$ cat config.mk
export PLATFORM = sky130hd
export DESIGN_NAME = sdram_slot_arbiter
export DESIGN_NICKNAME = d
export VERILOG_FILES = /design/src/rtl/sdram_arb_pkg.sv /design/src/rtl/sdram_slot_timer.sv /design/src/rtl/sdram_slot_arbiter.sv
export SDC_FILE = /design/constraint.sdc
export NUM_CORES = 1
export LEC_CHECK = 0
export BUFFER_PORTS_ARGS = -buffer_cell sky130_fd_sc_hd__clkbuf_2
export CORE_MARGIN = 4
export CORE_UTILIZATION = 40
export DETAILED_ROUTE_END_ITERATION = 6
export PLACE_DENSITY = 0.71
export SYNTH_ARGS = -nofsm -noshare
export SYNTH_HDL_FRONTEND = slang
export SYNTH_SLANG_ARGS = --single-unit
$ cat constraint.sdc
create_clock -name clk -period 3.7 [get_ports clk]
set_input_delay 0 -clock clk [delete_from_list [all_inputs] [get_ports clk]]
set_output_delay 0 -clock clk [all_outputs]
set_load 0.02 [all_outputs]
$ cat src/rtl/sdram_arb_pkg.sv
// Shared types and defaults for the SDRAM slot arbiter.
// Contents: grant encoding, FSM state, per-slot command struct, slot timing defaults,
// and the fixed-priority and round-robin pick functions used at slot start.
package sdram_arb_pkg;

    localparam int SLOT_LEN_DEF = 8;  // clk cycles per clkref period
    localparam int CAP_CYC_DEF  = 7;  // slot_cnt value at which read data is taken
    localparam int NREQ         = 3;  // ioc, vid, cpu

    typedef enum logic [1:0] {
        GNT_NONE = 2'd0,
        GNT_IOC  = 2'd1,
        GNT_VID  = 2'd2,
        GNT_CPU  = 2'd3
    } gnt_t;

    typedef enum logic {
        IDLE = 1'b0,
        BUSY = 1'b1
    } state_t;

    // Everything the controller needs for one slot.
    typedef struct packed {
        logic [22:0] addr;
        logic [1:0]  bank;
        logic [7:0]  din;
        logic        we;
    } ram_cmd_t;

    // req bit 0 = ioc, bit 1 = vid, bit 2 = cpu.
    function automatic gnt_t arb_fixed(input logic [NREQ-1:0] req);
        if (req[0])      return GNT_IOC;
        else if (req[1]) return GNT_VID;
        else if (req[2]) return GNT_CPU;
        else             return GNT_NONE;
    endfunction

    // ioc stays on top; vid/cpu tie goes to whichever was not served last.
    function automatic gnt_t arb_rr(input logic [NREQ-1:0] req, input logic last_vid);
        if (req[0])               return GNT_IOC;
        else if (req[1] && req[2]) return last_vid ? GNT_CPU : GNT_VID;
        else if (req[1])          return GNT_VID;
        else if (req[2])          return GNT_CPU;
        else                      return GNT_NONE;
    endfunction

endpackage

$ cat src/rtl/sdram_slot_timer.sv
// Slot timer: detects clkref rising edges and counts clk cycles inside each slot.
// Ports: clk, reset (sync, active-high), clkref in; slot_start (one cycle, the cycle
// after the rise is seen), slot_cnt (0 in the slot_start cycle, saturates at SLOT_LEN-1).
module sdram_slot_timer #(
    parameter int SLOT_LEN = 8,
    parameter int CNT_W    = $clog2(SLOT_LEN)
) (
    input  logic             clk,
    input  logic             reset,
    input  logic             clkref,
    output logic             slot_start,
    output logic [CNT_W-1:0] slot_cnt
);

    localparam logic [CNT_W-1:0] CNT_MAX = CNT_W'(SLOT_LEN - 1);

    logic clkref_d;
    logic rise;

    // clkref_d deliberately tracks clkref through reset, so a clkref that is
    // already high when reset drops is not mistaken for a fresh slot boundary.
    always_ff @(posedge clk) begin
        clkref_d <= clkref;
    end

    assign rise = clkref & ~clkref_d;

    always_ff @(posedge clk) begin
        if (reset) begin
            slot_start <= 1'b0;
            slot_cnt   <= '0;
        end else if (rise) begin
            slot_start <= 1'b1;
            slot_cnt   <= '0;
        end else begin
            slot_start <= 1'b0;
            // Saturate so a stopped clkref leaves the count parked, not wrapping.
            if (slot_cnt != CNT_MAX) begin
                slot_cnt <= slot_cnt + 1'b1;
            end
        end
    end

endmodule

$ cat src/rtl/sdram_slot_arbiter.sv
// Shares one 8-bit SDRAM controller port between ioc (loader), vid and cpu, one access per clkref slot.
// Ports: clk, reset (sync, active-high), clkref; per requester req/we/addr/bank/din in, ack/dout out;
// ram_addr/bank/din/oe/we to the controller, ram_dout from it; grant = current slot owner.
// Optional: define SDRAM_ARB_RR_EN for round-robin between vid and cpu (default: strict ioc > vid > cpu).
module sdram_slot_arbiter
    import sdram_arb_pkg::*;
#(
    parameter int SLOT_LEN = SLOT_LEN_DEF,
    parameter int CAP_CYC  = CAP_CYC_DEF
) (
    input  logic        clk,
    input  logic        reset,
    input  logic        clkref,

    input  logic        ioc_req,
    input  logic        ioc_we,
    input  logic [22:0] ioc_addr,
    input  logic [1:0]  ioc_bank,
    input  logic [7:0]  ioc_din,
    output logic        ioc_ack,
    output logic [7:0]  ioc_dout,

    input  logic        vid_req,
    input  logic        vid_we,
    input  logic [22:0] vid_addr,
    input  logic [1:0]  vid_bank,
    input  logic [7:0]  vid_din,
    output logic        vid_ack,
    output logic [7:0]  vid_dout,

    input  logic        cpu_req,
    input  logic        cpu_we,
    input  logic [22:0] cpu_addr,
    input  logic [1:0]  cpu_bank,
    input  logic [7:0]  cpu_din,
    output logic        cpu_ack,
    output logic [7:0]  cpu_dout,

    output logic [22:0] ram_addr,
    output logic [1:0]  ram_bank,
    output logic [7:0]  ram_din,
    output logic        ram_oe,
    output logic        ram_we,
    input  logic [7:0]  ram_dout,

    output logic [1:0]  grant
);

    localparam int               CNT_W = $clog2(SLOT_LEN);
    localparam logic [CNT_W-1:0] CAP_V = CNT_W'(CAP_CYC);

    logic             slot_start;
    logic [CNT_W-1:0] slot_cnt;

    sdram_slot_timer #(
        .SLOT_LEN (SLOT_LEN),
        .CNT_W    (CNT_W)
    ) u_timer (
        .clk        (clk),
        .reset      (reset),
        .clkref     (clkref),
        .slot_start (slot_start),
        .slot_cnt   (slot_cnt)
    );

    state_t    state;
    gnt_t      grant_q;
    logic      done;          // current slot's ack already issued
    logic [7:0] ioc_dout_q;
    logic [7:0] vid_dout_q;
    logic [7:0] cpu_dout_q;

    logic [NREQ-1:0] req_v;
    logic [NREQ-1:0] inflight;
    logic [NREQ-1:0] eligible;
    gnt_t            winner;
    ram_cmd_t        win_cmd;
    logic            cap_hit;

    assign req_v = {cpu_req, vid_req, ioc_req};

    // If a clkref edge arrives early and cuts a slot short before its ack,
    // the owner is still in flight: keep it out of this arbitration so it is
    // not granted twice for a single request.
    always_comb begin
        inflight = '0;
        if (state == BUSY && !done) begin
            case (grant_q)
                GNT_IOC: inflight[0] = 1'b1;
                GNT_VID: inflight[1] = 1'b1;
                GNT_CPU: inflight[2] = 1'b1;
                default: inflight    = '0;
            endcase
        end
    end

    assign eligible = req_v & ~inflight;

`ifdef SDRAM_ARB_RR_EN
    logic last_vid;  // 1 when the most recent vid/cpu grant went to vid
    assign winner = arb_rr(eligible, last_vid);
`else
    assign winner = arb_fixed(eligible);
`endif

    always_comb begin
        win_cmd = '0;
        case (winner)
            GNT_IOC: win_cmd = '{addr: ioc_addr, bank: ioc_bank, din: ioc_din, we: ioc_we};
            GNT_VID: win_cmd = '{addr: vid_addr, bank: vid_bank, din: vid_din, we: vid_we};
            GNT_CPU: win_cmd = '{addr: cpu_addr, bank: cpu_bank, din: cpu_din, we: cpu_we};
            default: win_cmd = '0;
        endcase
    end

    // The capture cycle of a granted slot; slot_cnt is 0 at slot_start, so
    // this never coincides with a new arbitration. Gating with reset drops
    // an ack that would otherwise land in the reset cycle.
    assign cap_hit = (state == BUSY) && !done && (slot_cnt == CAP_V) && !reset;

    always_ff @(posedge clk) begin
        if (reset) begin
            state      <= IDLE;
            grant_q    <= GNT_NONE;
            done       <= 1'b0;
            ram_addr   <= '0;
            ram_bank   <= '0;
            ram_din    <= '0;
            ram_oe     <= 1'b0;
            ram_we     <= 1'b0;
            ioc_dout_q <= '0;
            vid_dout_q <= '0;
            cpu_dout_q <= '0;
`ifdef SDRAM_ARB_RR_EN
            last_vid   <= 1'b0;
`endif
        end else if (slot_start) begin
            // Command is latched once and held for the whole slot; an empty
            // slot drops oe/we so the controller refreshes instead.
            grant_q  <= winner;
            state    <= (winner != GNT_NONE) ? BUSY : IDLE;
            done     <= 1'b0;
            ram_addr <= win_cmd.addr;
            ram_bank <= win_cmd.bank;
            ram_din  <= win_cmd.din;
            ram_oe   <= (winner != GNT_NONE) && !win_cmd.we;
            ram_we   <= (winner != GNT_NONE) &&  win_cmd.we;
`ifdef SDRAM_ARB_RR_EN
            if (winner == GNT_VID || winner == GNT_CPU) begin
                last_vid <= (winner == GNT_VID);
            end
`endif
        end else if (cap_hit) begin
            done <= 1'b1;
            if (!ram_we) begin
                case (grant_q)
                    GNT_IOC: ioc_dout_q <= ram_dout;
                    GNT_VID: vid_dout_q <= ram_dout;
                    GNT_CPU: cpu_dout_q <= ram_dout;
                    default: ;
                endcase
            end
        end
    end

    assign grant   = grant_q;
    assign ioc_ack = cap_hit && (grant_q == GNT_IOC);
    assign vid_ack = cap_hit && (grant_q == GNT_VID);
    assign cpu_ack = cap_hit && (grant_q == GNT_CPU);

    // Read data is sampled in the ack cycle itself; bypass the register so it
    // is already valid on the ack, then the register holds it afterwards.
    assign ioc_dout = (ioc_ack && !ram_we) ? ram_dout : ioc_dout_q;
    assign vid_dout = (vid_ack && !ram_we) ? ram_dout : vid_dout_q;
    assign cpu_dout = (cpu_ack && !ram_we) ? ram_dout : cpu_dout_q;

endmodule

==> impl_metrics.env <==
export IMPL_crit_path_end_kind="flip-flop"
export IMPL_syn_area_mm2=0.003674
export IMPL_tightest_slew_ns=1.266
export IMPL_path_class="reg -> reg"
export IMPL_worstRegToRegCells=7
export IMPL_dr_pass1_iters=5
export IMPL_min_path_cells=3
export IMPL_netlist_top_cells_count="dfxtp_1, nand2_1, mux2i_1"
export IMPL_wl_mm=11.89
export IMPL_gp_congestion=0.7940
export IMPL_clock_latency_ns=0.33
export IMPL_grt_max_degree=37
export IMPL_arrival_ns=3.51
export IMPL_finClkSkew_ns=0.007211
export IMPL_grt_use_total_pct=21.79
export IMPL_antenna_found_initial=0
export IMPL_seq_area_frac_synth_pct=37.06
export IMPL_drtAntennaViolNets=0
export IMPL_cp_required_ns=3.99
export IMPL_drcViolationCount=0
export IMPL_rrSetupSlack_ns=0.48
export IMPL_cp_slowest_stage_delay_ns=0.61
export IMPL_status="finished clean"
export IMPL_vdd_drop_max_mv=0.1686
export IMPL_vias=3766
export IMPL_hold_path_class="in -> reg"
export IMPL_cts_setup_buffers=0
export IMPL_slew_viol_final=0
export IMPL_insertedDiodeCount=0
export IMPL_grt_pass1_vias=3827
export IMPL_finalInstanceArea_mm2=0.005132
export IMPL_p_leak_uw=0.002472
export IMPL_clkTransAtPathRegs_ns=0.08
export IMPL_io_buffers=179
export IMPL_maxCapViolCount=0
export IMPL_synth_top_area_share_pct=37.06
export IMPL_path_max_fanout=22
export IMPL_timing_rr_end="ram_addr[9]"
export IMPL_layout_nets=696
export IMPL_place_area_mm2=0.004572
export IMPL_wire_per_inst_um=17.21
export IMPL_max_slew_margin_pct=15.60
export IMPL_place_hpwl_mm=8.385
export IMPL_die_w_um=103.8
export IMPL_fmax_mhz=310.6
export IMPL_yosysMostFrequentCell="dfxtp_1"
export IMPL_htree_levels=3
export IMPL_root_buffer="clkbuf_8"
export IMPL_dieArea_mm2=0.01078
export IMPL_hold_viol_final=0
export IMPL_synthArstFlopShare_pct=0
export IMPL_power_density_mw_per_mm2=348.0
export IMPL_critPathLaunch="grant[1]"
export IMPL_path_delay_family="buffers and inverters"
export IMPL_layout_drive_gt1_share_pct=41.68
export IMPL_whs_ns=0.01025
export IMPL_ys_warn_count=0
export IMPL_tns_ns=0
export IMPL_fin_ws_ns=0.4808
export IMPL_clock_sinks=68
export IMPL_clockBufferDepth=2
export IMPL_synthesis_instances=386
export IMPL_cts_tree="done"
export IMPL_area_growth_pct=39.71
export IMPL_synthFlopType="dfxtp_1"
export IMPL_ioPinCount=180
export IMPL_slowest_stage="dlygate4sd3_1"
export IMPL_pre_cts_ws_ns=1.291
export IMPL_cp_common_cell="dlygate4sd3_1"
export IMPL_finalCritPeriodShare_pct=87.01
export IMPL_yosys_area_top_type="dfxtp_1"
export IMPL_setup_violations=0
export IMPL_drt_iter0_drc=158
export IMPL_die_h_um=103.8
export IMPL_routed_via_density=5.450
export IMPL_hold_end="ram_addr[3]"
export IMPL_core_area_mm2=0.008848
export IMPL_critPathLaunchType="flip-flop"
export IMPL_power_total_uw=1786
export IMPL_grt_pass1_wl_mm=19.24
export IMPL_hp_start="vid_addr[3]"
export IMPL_yosys_cell_types_count=45
export IMPL_synth_edf_count=0
export IMPL_initial_utilization_pct=41.52
export IMPL_reg2reg_from="grant[1]"
export IMPL_period_minus_slack_ns=3.219
export IMPL_crit_chain="and4bb_2 -> nor2b_2 -> buf_4 -> a221oi_1 -> dlygate4sd3_1 -> o31ai_2 -> dlygate4sd3_1"
export IMPL_path_buf_inv=3
export IMPL_ys_seq_elements=68
export IMPL_grt_ovfl_total=0
export IMPL_n_fill_cell=791
export IMPL_syn_avg_cell_area_um2=9.517
export IMPL_cts_buffers=9
export IMPL_syn_nets=504
export IMPL_row_count=34
export IMPL_rsz0062_at_grt="no"
export IMPL_netlist_top_cells_area="dfxtp_1, mux2i_1, a221oi_1"
-- layout make-up --
cell class | count | area, um^2 | area share (%)
Clock buffer | 10 | 127.6 | 2.487
Clock inverter | 6 | 112.6 | 2.194
Inverter | 1 | 3.754 | 0.07314
Multi-Input combinational cell | 280 | 2123 | 41.37
Sequential cell | 68 | 1361 | 26.52
Tap cell | 108 | 135.1 | 2.633
Timing Repair Buffer | 218 | 1269 | 24.72
-- cells in the final DEF, fill, tap and decap left out, types with 2 or more instances in the layout --
cell	count
clkbuf_2	179
dfxtp_1	68
nand2_1	60
mux2i_1	51
a221oi_1	33
dlygate4sd3_1	32
o31ai_1	25
nor2_1	24
mux2_2	21
clkbuf_8	9
o31ai_2	7
a21oi_1	7
buf_4	7
nand2b_1	6
nand3b_1	5
o21ai_0	5
nor2b_1	4
bufinv_16	3
nand2b_2	2
nor3_1	2
nor2_2	2
nor2b_2	2
ha_1	2
clkinv_4	2
-- what timing repair did --
item | 4_1_cts | 5_1_grt
resized for setup | 0 | 0
hold endpoints to repair | 41 | 0
hold buffers | 32 | 0
-- how the worst max path moves through the flow --
stage,endpoint,cells past startpoint
4_1_cts,ram_addr[9],7
3_3_place_gp,ram_addr[17],4
5_1_grt,ram_addr[9],7
6_report,ram_addr[9],7
2_1_floorplan,ioc_dout_q[0],7
3_5_place_dp,ram_addr[17],4
-- per-stage QoR --
step	utilization (%)	cells
2_1_floorplan	-	386
3_3_place_gp	51.67	643
3_5_place_dp	51.67	643
4_1_cts	58.00	691
5_1_grt	58.00	691
6_report	58.00	691
-- per-layer routing --
layer	global-route usage [%]	wire [um]
met5	0	0
met4	7.217	221
met3	5.908	816
met2	36.91	5855
met1	26.75	4995
-- flip-flops by register name (all words and copies together) (netlist names), 2 cells and up --
signal,flops
cpu_dout_q,8
grant,2
ioc_dout_q,8
ram_addr,23
ram_bank,2
ram_din,8
u_timer.slot_cnt,3
vid_dout_q,8
-- power by group --
part           total, uW  internal, uW  switching, uW
clock                747           449            297
combinational        275           129            145
sequential           765           749           15.4
-- worst register-to-register path, cell delays in order (launching register included) --
cell           delay (ns)
dfxtp_1              0.50
and4bb_2             0.30
nor2b_2              0.53
buf_4                0.38
a221oi_1             0.10
dlygate4sd3_1        0.61
o31ai_2              0.17
dlygate4sd3_1        0.58
-- cells by family after synthesis --
kind of cell	after synthesis	share of synthesized area, %
AO/OA/AOI/OAI	85	19.24
adder cells (fa/ha/maj)	2	0.6811
AND/OR/NAND/NOR	120	17.03
multiplexers	72	20.33
buffers and inverters	38	5.416
flip-flops	68	37.06
XOR/XNOR	1	0.2385
Power figures use the tool's default switching activity.
